--- config.mk ---
export PLATFORM = sky130hd
export DESIGN_NAME = serial_adder_8bit
export DESIGN_NICKNAME = d
export VERILOG_FILES = /design/src/rtl/serial_adder_8bit_pkg.sv /design/src/rtl/serial_adder_8bit_full_adder.sv /design/src/rtl/serial_adder_8bit.sv
export SDC_FILE = /design/constraint.sdc
export NUM_CORES = 1
export LEC_CHECK = 0
export ABC_AREA = 1
export CAP_MARGIN = 20
export CELL_PAD_IN_SITES_DETAIL_PLACEMENT = 0
export CELL_PAD_IN_SITES_GLOBAL_PLACEMENT = 1
export CORE_ASPECT_RATIO = 1.25
export CORE_UTILIZATION = 30
export CTS_BUF_LIST = sky130_fd_sc_hd__clkbuf_4
export DETAILED_ROUTE_END_ITERATION = 6
export DONT_BUFFER_PORTS = 1
export GPL_TIMING_DRIVEN = 0
export PLACE_DENSITY = 0.58
export SETUP_SLACK_MARGIN = 0.1
export SLEW_MARGIN = 20
export SYNTH_ARGS = -nofsm -noshare
export SYNTH_HDL_FRONTEND = slang
export SYNTH_HIERARCHICAL = 1
export SYNTH_SLANG_ARGS = --single-unit
--- constraint.sdc ---
create_clock -name clk -period 1.6 [get_ports clk]
set_input_delay 0.16 -clock clk [delete_from_list [all_inputs] [get_ports clk]]
set_output_delay 0.16 -clock clk [all_outputs]
set_load 0.005 [all_outputs]
--- src/rtl/serial_adder_8bit_pkg.sv ---
// Shared definitions for the bit-serial adder: FSM state encoding and default width.
// Imported by the RTL and the testbench so both agree on the encodings.
package serial_adder_8bit_pkg;

  localparam int DEFAULT_WIDTH = 8;

  typedef enum logic [1:0] {
    ST_IDLE  = 2'd0,
    ST_SHIFT = 2'd1,
    ST_DONE  = 2'd2
  } state_e;

endpackage

--- src/rtl/serial_adder_8bit_full_adder.sv ---
// One-bit full adder built from two half adders plus an OR for the carry.
// This cell is the only arithmetic in the serial adder.
module half_adder (
  input  logic i_a,
  input  logic i_b,
  output logic o_sum,
  output logic o_carry
);

  assign o_sum   = i_a ^ i_b;
  assign o_carry = i_a & i_b;

endmodule

module full_adder (
  input  logic i_a,
  input  logic i_b,
  input  logic i_cin,
  output logic o_sum,
  output logic o_cout
);

  logic w_s1;
  logic w_c1;
  logic w_c2;

  half_adder u_ha0 (
    .i_a     (i_a),
    .i_b     (i_b),
    .o_sum   (w_s1),
    .o_carry (w_c1)
  );

  half_adder u_ha1 (
    .i_a     (w_s1),
    .i_b     (i_cin),
    .o_sum   (o_sum),
    .o_carry (w_c2)
  );

  assign o_cout = w_c1 | w_c2;

endmodule

--- src/rtl/serial_adder_8bit.sv ---
// Bit-serial adder: latches operands on start, adds LSB-first through one full adder
// over WIDTH cycles, then presents a registered Sum/Cout with a one-cycle done strobe.
module serial_adder_8bit
  import serial_adder_8bit_pkg::*;
#(
  parameter int WIDTH = DEFAULT_WIDTH
) (
  input  logic             clk,
  input  logic             rst,
  input  logic             start,
  input  logic [WIDTH-1:0] A,
  input  logic [WIDTH-1:0] B,
  input  logic             Cin,
  output logic             busy,
  output logic             done,
  output logic [WIDTH-1:0] Sum,
  output logic             Cout
);

  localparam int               CNT_W    = $clog2(WIDTH);
  localparam logic [CNT_W-1:0] CNT_LAST = CNT_W'(WIDTH - 1);

  state_e           r_state;
  state_e           w_next_state;
  logic [WIDTH-1:0] r_a;
  logic [WIDTH-1:0] r_b;
  logic [WIDTH-1:0] r_psum;
  logic [WIDTH-1:0] r_sum;
  logic [CNT_W-1:0] r_cnt;
  logic             r_carry;
  logic             r_cout;
  logic             r_busy;
  logic             r_done;
  logic             w_s;
  logic             w_c;
  logic             w_accept;
  logic             w_last;

  full_adder u_fa (
    .i_a    (r_a[0]),
    .i_b    (r_b[0]),
    .i_cin  (r_carry),
    .o_sum  (w_s),
    .o_cout (w_c)
  );

  assign w_accept = start && (r_state == ST_IDLE || r_state == ST_DONE);
  assign w_last   = (r_state == ST_SHIFT) && (r_cnt == CNT_LAST);

  // NOTE: next_state gets a default before the case so no latch is inferred.
  always_comb begin
    w_next_state = r_state;
    case (r_state)
      ST_IDLE:  if (start) w_next_state = ST_SHIFT;
      ST_SHIFT: if (w_last) w_next_state = ST_DONE;
      ST_DONE:  w_next_state = start ? ST_SHIFT : ST_IDLE;
      default:  w_next_state = ST_IDLE;
    endcase
  end

  // NOTE: all state uses non-blocking assignments so every register sees pre-edge values.
  always_ff @(posedge clk) begin
    if (rst) begin
      r_state <= ST_IDLE;
      r_a     <= '0;
      r_b     <= '0;
      r_psum  <= '0;
      r_sum   <= '0;
      r_cnt   <= '0;
      r_carry <= 1'b0;
      r_cout  <= 1'b0;
      r_busy  <= 1'b0;
      r_done  <= 1'b0;
    end else begin
      r_state <= w_next_state;
      r_busy  <= (w_next_state == ST_SHIFT);
      r_done  <= (w_next_state == ST_DONE);
      if (w_accept) begin
        r_a     <= A;
        r_b     <= B;
        r_carry <= Cin;
        r_cnt   <= '0;
        r_psum  <= '0;
      end else if (r_state == ST_SHIFT) begin
        // Sum bits enter at the MSB so after WIDTH shifts bit 0 lands at position 0.
        r_a     <= r_a >> 1;
        r_b     <= r_b >> 1;
        r_psum  <= {w_s, r_psum[WIDTH-1:1]};
        r_carry <= w_c;
        r_cnt   <= r_cnt + 1'b1;
        if (w_last) begin
          r_sum  <= {w_s, r_psum[WIDTH-1:1]};
          r_cout <= w_c;
        end
      end
    end
  end

  assign busy = r_busy;
  assign done = r_done;
  assign Sum  = r_sum;
  assign Cout = r_cout;

endmodule
==> out/metrics.yaml, run 1 <==
clock_tree:
  cts_sinks: 40
  ctsResizeCount: 0
  path_clk_slew_ns: 0.13
  ctsRootBufferMaster: "clkbuf_4"
  clock_tree.buffer_depth: 2
  cts-htree-levels: 2
  cts_tree: "built"
  clock_latency_ns: 0.35
  cts-buffers-inserted: 5
min_path:
  holdPathStages: 4
  holdCritPathClass: "in -> reg"
timing:
  fin_crit_sh_pct: 82.8
  whs_ns: 0.0166
  slew_viol_final: 0
  setup_ws_ns: 0.275
  final-setup-viol-count: 0
  clock-skew-final_ns: 0.0134
  period_minus_slack_ns: 1.32
  rsz0062_at_grt: "false"
  tightest_slew_ns: 0.261
  relSlewSlack_pct: 82.5
  fmax_mhz: 755
  final.setup.tns_ns: 0
  hold_violations: 0
routing:
  drc: 0
  dr_total_vias: 1372
  drt_iter0_markers: 72
  drt_first_pass_iters: 4
  via_per_inst: 4.40
  drt-total-wl_um: 3920
  antenna_left: 0
  wl_per_cell_um: 12.6
layout:
  seqCellArea_sq_um: 801
  n_fill_cell: 628
  area_delta_synth_final_pct: 10.2
  n_antenna_cell: 0
  stdcell_count: 312
  layout-drive-gt1-share_pct: 10.9
  final_nets: 271
  multi_input_area_sq_um: 709
synthesis:
  synth.cell_area_sq_mm: 0.00173
  synth_seq_area_share_pct: 46.3
  ys.flop_type: "dfxtp_1"
  synth.ff_latch_count: 40
  synthCells: 236
  yosys-top-cells-area: "dfxtp_1, nand2_1, inv_1, nor2_1, nand3_1"
  yosysTopAreaCellShare_pct: 46.3
  synthArstFlopShare_pct: 0
  synth_top_area_cell: "dfxtp_1"
  yosysMostFrequentCell: "nand2_1"
  synth_common_cells: "nand2_1, dfxtp_1, inv_1, nor2_1"
  syn-num-nets: 260
  syn_area_per_cell_sq_um: 7.32
  synth_warnings: 6
  synth_cell_types: 21
  synth_enable_flop_cells: 0
die:
  ios: 31
  num_rows: 30
  start_util_pct: 31.5
  chipHeight_um: 86.9
  fp.dieW_um: 69.9
  die-area_sq_mm: 0.00607
  core_area_sq_mm: 0.00548
grt:
  grt_util_all_layers_pct: 14.5
  antenna_found_initial: 0
  grt_max_degree: 14
  grt-ovfl-total: 0
  grt_pass1_wl_um: 6780
  grt_pass1_vias: 1341
power:
  power_mw: 1.86
  leakagePower_nw: 0.925
  vdd_drop_max_v: 0.000334
  power_density_mw_per_mm2: 974
outcome:
  status: "complete, no violations"
place:
  place.gp.congestion: 0.700
  dp_hpwl_um: 2730
  dp_slack_ns: 0.224
  port-buffer-count: 0
  dp.cells: 300
worst_setup_path:
  crit_path_max_fanout: 9
  start_kind: "flop"
  cp_data_required_time_ns: 1.85
  criticalPathCategory: "reg -> reg"
  reg2reg_depth: 7
  crit_arrival_ns: 1.58
  worstSetupEndpointType: "flop"
job:
  cap_violations: 0
[registers in the layout, indices dropped and copies added, names as in the netlist]
name     count
r_psum       7
busy         1
r_b          8
done         1
r_cnt        3
r_a          8
Sum          8
r_state      2
Cout         1
r_carry      1
[metal layers]
layer | up-vias | wire length, um | track usage [%]
met2 | 23 | 1850 | 24.0
met1 | 592 | 1850 | 18.1
met4 | 0 | 61 | 4.91
met5 | - | 0 | 0
li1 | 751 | - | -
met3 | 6 | 158 | 3.94
[metrics by stage]
stage                     util, %  area, sq um
after floorplan                 -         1730
after global placement       33.0         1810
after detailed placement     33.0         1810
after CTS                    34.6         1890
after global routing         34.7         1900
final                        34.7         1900
[final cells by class]
type / count / area share (%)
Multi-Input combinational cell: 147 / 37.3
Sequential cell: 40 / 42.0
Clock inverter: 3 / 0.986
Tap cell: 64 / 4.20
Clock buffer: 5 / 1.97
Inverter: 41 / 8.08
Buffer: 8 / 3.35
Timing Repair Buffer: 4 / 2.10
[worst max-delay path: stages, from the launching register on]
cell and delay (ns):
dfxtp_1 0.37, ha_1 0.16, ha_1 0.16, inv_1 0.07, nor2_4 0.19, inv_2 0.13, nor2_1 0.11, nor2_1 0.05
[path summary, 6_finish.rpt]
| check | from | endpoint | slack [ns] |
|---|---|---|---|
| setup reg to reg | r_cnt[0]$_SDFFE_PP0P_ | Cout$_SDFFE_PP0P_ | 0.28 |
| hold / removal | A[3] | r_a[3]$_SDFFE_PP0P_ | 0.02 |
| hold reg to reg | r_cnt[2]$_SDFFE_PP0P_ | r_cnt[2]$_SDFFE_PP0P_ | 0.48 |
| setup / recovery | r_cnt[0]$_SDFFE_PP0P_ | Cout$_SDFFE_PP0P_ | 0.28 |
[kinds of logic after synthesis]
group | Yosys count | synth area share [%]
AO/OA/AOI/OAI | 40 | 11.6
XOR/XNOR | 1 | 0.507
adder cells (fa/ha/maj) | 4 | 2.90
buffers and inverters | 49 | 12.6
flip-flops | 40 | 46.3
AND/OR/NAND/NOR | 102 | 26.1
[placed cells by master, fill, tap and decap left out, types with 3 or more instances in the layout]
master and instances:
a21oi_1 16, buf_6 3, clkbuf_4 5, dfxtp_1 40, dlygate4sd3_1 4, ha_1 4
inv_1 37, inv_2 4, nand2_1 43, nand3_1 18, nor2_1 33, o21ai_0 18
o21ai_1 6
[where the power goes]
group / switching (mW) / total (mW) / internal [mW] / leakage, nW
sequential: 0.0268 / 1.08 / 1.05 / 0.327
clock: 0.342 / 0.511 / 0.169 / 0.0349
combinational: 0.167 / 0.265 / 0.0972 / 0.563
[what timing repair did]
| item | 4_1_cts | 5_1_grt |
|---|---|---|
| endpoints found under the setup margin | 0 | 1 |
| setup buffers | 0 | 0 |
| hold buffers | 3 | 1 |
| hold endpoints to repair | 8 | 1 |
No activity file was read; power rests on OpenSTA's default activity.
==> run 2: changes to the inputs <==
clock period = 1.37 ns   (was 1.6 ns; I/O delays follow)
==> out/metrics.yaml, run 2 (synthesized netlist as in run 1, its figures left out) <==
outcome:
  status: "complete, no violations"  # unchanged
clock_tree:
  clock_tree.buffer_depth: 2  # unchanged
  cts-buffers-inserted: 5  # unchanged
  cts_sinks: 40  # unchanged
  cts_tree: "built"  # unchanged
  ctsRootBufferMaster: "clkbuf_4"  # unchanged
  path_clk_slew_ns: 0.13  # about the same
  cts-htree-levels: 2  # unchanged
  clock_latency_ns: 0.35  # about the same
worst_setup_path:
  cp_data_required_time_ns: 1.61  # was 1.85 ns
  start_kind: "flop"  # unchanged
  r2r_setup_slack_ns: 0.16  # was 0.28 ns
  path_buf_inv: 0  # was 2
  slowest_stage: "dfxtp_1"  # unchanged
  startpoint: "r_a[0]$_SDFFE_PP0P_"  # was r_cnt[0]$_SDFFE_PP0P_
  cp_cell_sequence: "ha_1 > ha_1 > nor2_1 > nor2_1"  # was ha_1 > ha_1 > inv_1 > nor2_4 > inv_2 > nor2_1 > nor2_1
  crit_path_max_fanout: 2  # was 9
  worstSetupEndpointType: "flop"  # unchanged
  timing.rr.start: "r_a[0]$_SDFFE_PP0P_"  # was r_cnt[0]$_SDFFE_PP0P_
  max_stage_delay_ns: 0.34  # was 0.37 ns
  criticalPathCategory: "reg -> reg"  # unchanged
  cp_top_family: "adder cells"  # was flip-flops
  crit_arrival_ns: 1.45  # was 1.58 ns
routing:
  drt_first_pass_iters: 4  # unchanged
  drt_iter0_markers: 68  # was 72
  drt-total-wl_um: 4050  # was 3920 um
  wl_per_cell_um: 12.7  # was 12.6 um
  via_per_inst: 4.49  # was 4.40
  drc: 0  # unchanged
  antenna_left: 0  # unchanged
  dr_total_vias: 1428  # was 1372
place:
  port-buffer-count: 0  # unchanged
  dp_slack_ns: -0.00586  # was 0.224 ns
  place.gp.congestion: 0.700  # unchanged
  dp_hpwl_um: 2730  # unchanged
layout:
  layout_common_cells: "nand2_1, dfxtp_1, inv_1"  # unchanged
  utilization_pct: 36.8  # was 34.7%
  final_nets: 277  # was 271
  area_delta_synth_final_pct: 16.8  # was 10.2%
  n_fill_cell: 625  # was 628
  layout_commonest_cell: "nand2_1"  # unchanged
  n_antenna_cell: 0  # unchanged
  layout-drive-gt1-share_pct: 15.0  # was 10.9%
timing:
  setup_ws_ns: 0.164  # was 0.275 ns
  relSlewSlack_pct: 80.9  # was 82.5%
  tightest_slew_ns: 0.285  # was 0.261 ns
  fin_crit_sh_pct: 88.0  # was 82.8%
  slew_viol_final: 0  # unchanged
  fmax_mhz: 829  # was 755 MHz
  rsz0062_at_grt: "true"  # was false
  clock-skew-final_ns: 0.0181  # was 0.0134 ns
  period_minus_slack_ns: 1.21  # was 1.32 ns
  final-setup-viol-count: 0  # unchanged
  hold_violations: 0  # unchanged
job:
  cap_violations: 0  # unchanged
grt:
  grt-ovfl-total: 0  # unchanged
  antenna_found_initial: 0  # unchanged
  grt_max_degree: 14  # unchanged
  grt_pass1_wl_um: 6760  # was 6780 um
  grt_pass1_vias: 1345  # was 1341
  grt_util_all_layers_pct: 14.4  # was 14.5%
die:
  chipHeight_um: 86.9  # unchanged
  die-area_sq_mm: 0.00607  # unchanged
  num_rows: 30  # unchanged
  core_area_sq_mm: 0.00548  # unchanged
  fp.dieW_um: 69.9  # unchanged
  start_util_pct: 31.5  # unchanged
  ios: 31  # unchanged
power:
  leakagePower_nw: 0.951  # was 0.925 nW
  power_density_mw_per_mm2: 1090  # was 974 mW/mm^2
  power_mw: 2.20  # was 1.86 mW
  vdd_drop_max_v: 0.000391  # was 0.000334 V
min_path:
  holdCritPathClass: "in -> reg"  # unchanged
  worst_hold_startpoint: "B[4]"  # was A[3]
## run 2: changes by cell type in the layout (fill, tap and decap cells not counted), sizes merged
cell | previous run | this run
dlygate4sd3 | 4 | 6
buf | 7 | 10
clkinvlp | 0 | 1
## run 2: worst register-to-register path, delay by kind of cell, from the launching register on
| family | cells | cell delay, ns |
|---|---|---|
| flops | 1 | 0.34 |
| fa+ha+maj | 2 | 0.60 |
| simple gates | 2 | 0.15 |
## run 2: cell type report
type                    instances  area [sq um]  area share, %
multi-input cells             147           759           37.6
clock inverters                 3          18.8          0.930
repair buffers                  9          86.3           4.28
plain buffers                   8          66.3           3.29
repair inverters                1          7.51          0.372
inverters                      41           159           7.87
well taps                      64          80.1           3.97
flip-flops and latches         40           803           39.8
clock buffers                   5          37.5           1.86
## run 2: what timing repair did
| item | CTS | global route |
|---|---|---|
| pin swaps | 1 | 3 |
| hold endpoints to repair | 9 | 0 |
| buffers inserted | 1 | 2 |
| gates cloned | 0 | 1 |
| endpoints found under the setup margin | 9 | 20 |
| hold buffers | 6 | 0 |
| gates resized for setup | 3 | 20 |
## run 2: metrics by stage
| stage | hold slack, ns | cells | TNS (ns) | area (sq um) |
|---|---|---|---|---|
| 2_1_floorplan | 0.317 | 236 | 0 | 1730 |
| 3_3_place_gp | 0.334 | 300 | -0.0318 | 1810 |
| 3_5_place_dp | 0.329 | 300 | -0.0105 | 1810 |
| 4_1_cts | 0.00149 | 315 | 0 | 1940 |
| 5_1_grt | 0.0154 | 318 | 0 | 2020 |
| 6_report | 0.0105 | 318 | 0 | 2020 |
## run 2: path summary, 6_finish.rpt
path,to,cells past startpoint
worst max register to register,Sum[7]$_SDFFE_PP0P_,4
worst max-delay path,Sum[7]$_SDFFE_PP0P_,4
worst min-delay path,r_b[4]$_SDFFE_PP0P_,4
worst min register to register,r_a[1]$_SDFFE_PP0P_,2
## run 2: where the power goes
group / switching, mW / leakage (nW) / internal (mW) / total [mW]
combinational: 0.209 / 0.588 / 0.132 / 0.341
sequential: 0.0320 / 0.328 / 1.23 / 1.26
clock: 0.403 / 0.0349 / 0.198 / 0.600
## run 2: routing by layer
layer  part of all wire, %  track usage (%)  wire, um
met3                   4.0             3.94       163
met1                    46             17.9      1880
met2                    48             24.2      1940
met5                     0                0         0
met4                   1.5             4.91        61
==> run 3: changes to the inputs <==
CORE_UTILIZATION = 46   (was 30)
PLACE_DENSITY = 0.82   (was 0.58)
==> out/metrics.yaml, run 3 (synthesized netlist as in run 1, its figures left out) <==
outcome:
  status: "finished with violations"  # was complete, no violations
  violations: "design-rule violations"
clock_tree:
  cts-buffers-inserted: 5  # unchanged
  clock_latency_ns: 0.34  # was 0.35 ns
  clock_tree.buffer_depth: 2  # unchanged
  ctsRootBufferMaster: "clkbuf_4"  # unchanged
  cts_sinks: 40  # unchanged
  cts_tree: "built"  # unchanged
  path_clk_slew_ns: 0.11  # was 0.13 ns
  cts-htree-levels: 2  # unchanged
layout:
  n_antenna_cell: 0  # unchanged
  multi_input_area_sq_um: 748  # was 759 sq um
  fin_area_sq_mm: 0.00195  # was 0.00202 sq mm
  n_fill_cell: 363  # was 625
  stdcell_count: 289  # was 318
  area_delta_synth_final_pct: 12.9  # was 16.8%
  layout_common_cells: "nand2_1, dfxtp_1, inv_1"  # unchanged
  seqCellArea_sq_um: 803  # unchanged
  final_nets: 273  # was 277
  utilization_pct: 55.0  # was 36.8%
  layout_commonest_cell: "nand2_1"  # unchanged
  layout-drive-gt1-share_pct: 14.8  # was 15.0%
routing:
  drt-total-wl_um: 3550  # was 4050 um
  via_per_inst: 4.87  # was 4.49
  drt_first_pass_iters: 6  # was 4
  drt_iter0_markers: 51  # was 68
  wl_per_cell_um: 12.3  # was 12.7 um
  antenna_left: 0  # unchanged
  dr_total_vias: 1406  # was 1428
  drc: 6  # was 0
die:
  ios: 31  # unchanged
  core_area_sq_mm: 0.00354  # was 0.00548 sq mm
  chipHeight_um: 70.5  # was 86.9 um
  num_rows: 24  # was 30
  fp.dieW_um: 56.8  # was 69.9 um
  start_util_pct: 48.8  # was 31.5%
  die-area_sq_mm: 0.00401  # was 0.00607 sq mm
grt:
  grt_util_all_layers_pct: 20.5  # was 14.4%
  grt-ovfl-total: 0  # unchanged
  grt_most_used_layer: "met2"  # unchanged
  grtUsageMet1_pct: 24.5  # was 17.9%
  grt_max_degree: 12  # was 14
  gr-usage-met2_pct: 34.7  # was 24.2%
  gr-usage-met3_pct: 5.56  # was 3.94%
  grt_pass1_vias: 1396  # was 1345
  antenna_found_initial: 0  # unchanged
  grt_pass1_wl_um: 6220  # was 6760 um
worst_setup_path:
  startpoint: "r_cnt[0]$_SDFFE_PP0P_"  # was r_a[0]$_SDFFE_PP0P_
  criticalPathCategory: "reg -> reg"  # unchanged
  path_buf_inv: 2  # was 0
  start_kind: "flop"  # unchanged
  max_stage_delay_ns: 0.37  # was 0.34 ns
  critPathMostFrequentCell: "ha_4"
  crit_path_max_fanout: 6  # was 2
  cp_data_required_time_ns: 1.66  # was 1.61 ns
  crit_arrival_ns: 1.49  # was 1.45 ns
  timing.rr.start: "r_cnt[0]$_SDFFE_PP0P_"  # was r_a[0]$_SDFFE_PP0P_
  slowest_stage: "dfxtp_2"  # was dfxtp_1
  cp_cell_sequence: "ha_4 > ha_4 > inv_2 > nor2_4 > buf_12 > o21ai_0 > nor2_1"  # was ha_1 > ha_1 > nor2_1 > nor2_1
  worstSetupEndpointType: "flop"  # unchanged
  cp_top_family: "flip-flops"  # was adder cells
timing:
  fmax_mhz: 833  # was 829 MHz
  final-setup-viol-count: 0  # unchanged
  hold_violations: 0  # unchanged
  fin_crit_sh_pct: 87.6  # was 88.0%
  clock-skew-final_ns: 0.00738  # was 0.0181 ns
  rsz0062_at_grt: "false"  # was true
  setup_ws_ns: 0.170  # was 0.164 ns
  period_minus_slack_ns: 1.20  # was 1.21 ns
  slew_viol_final: 0  # unchanged
  whs_ns: 0.0151  # was 0.0105 ns
  relSlewSlack_pct: 81.5  # was 80.9%
  tightest_slew_ns: 0.277  # was 0.285 ns
place:
  dp.cells: 275  # was 300
  place.gp.congestion: 0.745  # was 0.700
  postPlaceCellArea_sq_mm: 0.00178  # was 0.00181 sq mm
  port-buffer-count: 0  # unchanged
  dp_slack_ns: -0.00653  # was -0.00586 ns
  dp_hpwl_um: 2410  # was 2730 um
min_path:
  holdCritPathClass: "in -> reg"  # unchanged
  worst_hold_startpoint: "B[0]"  # was B[4]
power:
  vdd_drop_max_v: 0.000649  # was 0.000391 V
  leakagePower_nw: 0.927  # was 0.951 nW
  power_density_mw_per_mm2: 1120  # was 1090 mW/mm^2
job:
  cap_violations: 0  # unchanged
## run 3: area by class of cell
type / count / area share [%]
Multi-Input combinational cell: 147 / 38.4
Buffer: 8 / 3.27
Clock buffer: 7 / 2.69
Clock inverter: 1 / 0.192
Inverter: 41 / 8.34
Tap cell: 39 / 2.50
Timing Repair Buffer: 6 / 3.46
Sequential cell: 40 / 41.2
## run 3: final timing paths
check	end	cells past startpoint	slack (ns)
hold / removal	r_b[0]$_SDFFE_PP0P_	4	0.02
hold reg to reg	r_a[3]$_SDFFE_PP0P_	2	0.49
setup reg to reg	Sum[2]$_SDFFE_PP0P_	7	0.17
setup / recovery	Sum[2]$_SDFFE_PP0P_	7	0.17
## run 3: stage by stage
step | setup TNS [ns] | total power [mW]
CTS | 0 | 2.20
floorplan | 0 | 1.52
global placement | -0.00965 | 1.58
global route | 0 | 2.32
detailed placement | -0.00653 | 1.58
finish | 0 | 2.18
## run 3: worst register-to-register path, delay by kind of cell, from the launching register on
kind / cells / cell delay, ns
AOI/OAI and AO/OA: 1 / 0.06
adders and majority gates: 2 / 0.26
buffers and inverters: 2 / 0.18
DFF: 1 / 0.37
and+or+nand+nor: 2 / 0.27
## run 3: power by group
group          internal, mW  switching (mW)  total, mW  leakage, nW
Sequential             1.23          0.0325       1.26        0.328
Clock                 0.237           0.365      0.602       0.0338
Combinational         0.120           0.195      0.315        0.565
Total                  1.59           0.593       2.18        0.927
## run 3: metal layers
metal	vias to the layer above	wire length (um)
met1	620	1600
met2	28	1740
met3	4	153
met5	-	0
li1	754	-
met4	0	49
## run 3: what timing repair did
action | in CTS | in global routing
setup endpoints to repair | 9 | 13
hold endpoints to repair | 9 | 0
pin swaps | 1 | 1
buffers inserted | 2 | 0
resized for setup | 5 | 15
hold buffers | 4 | 0
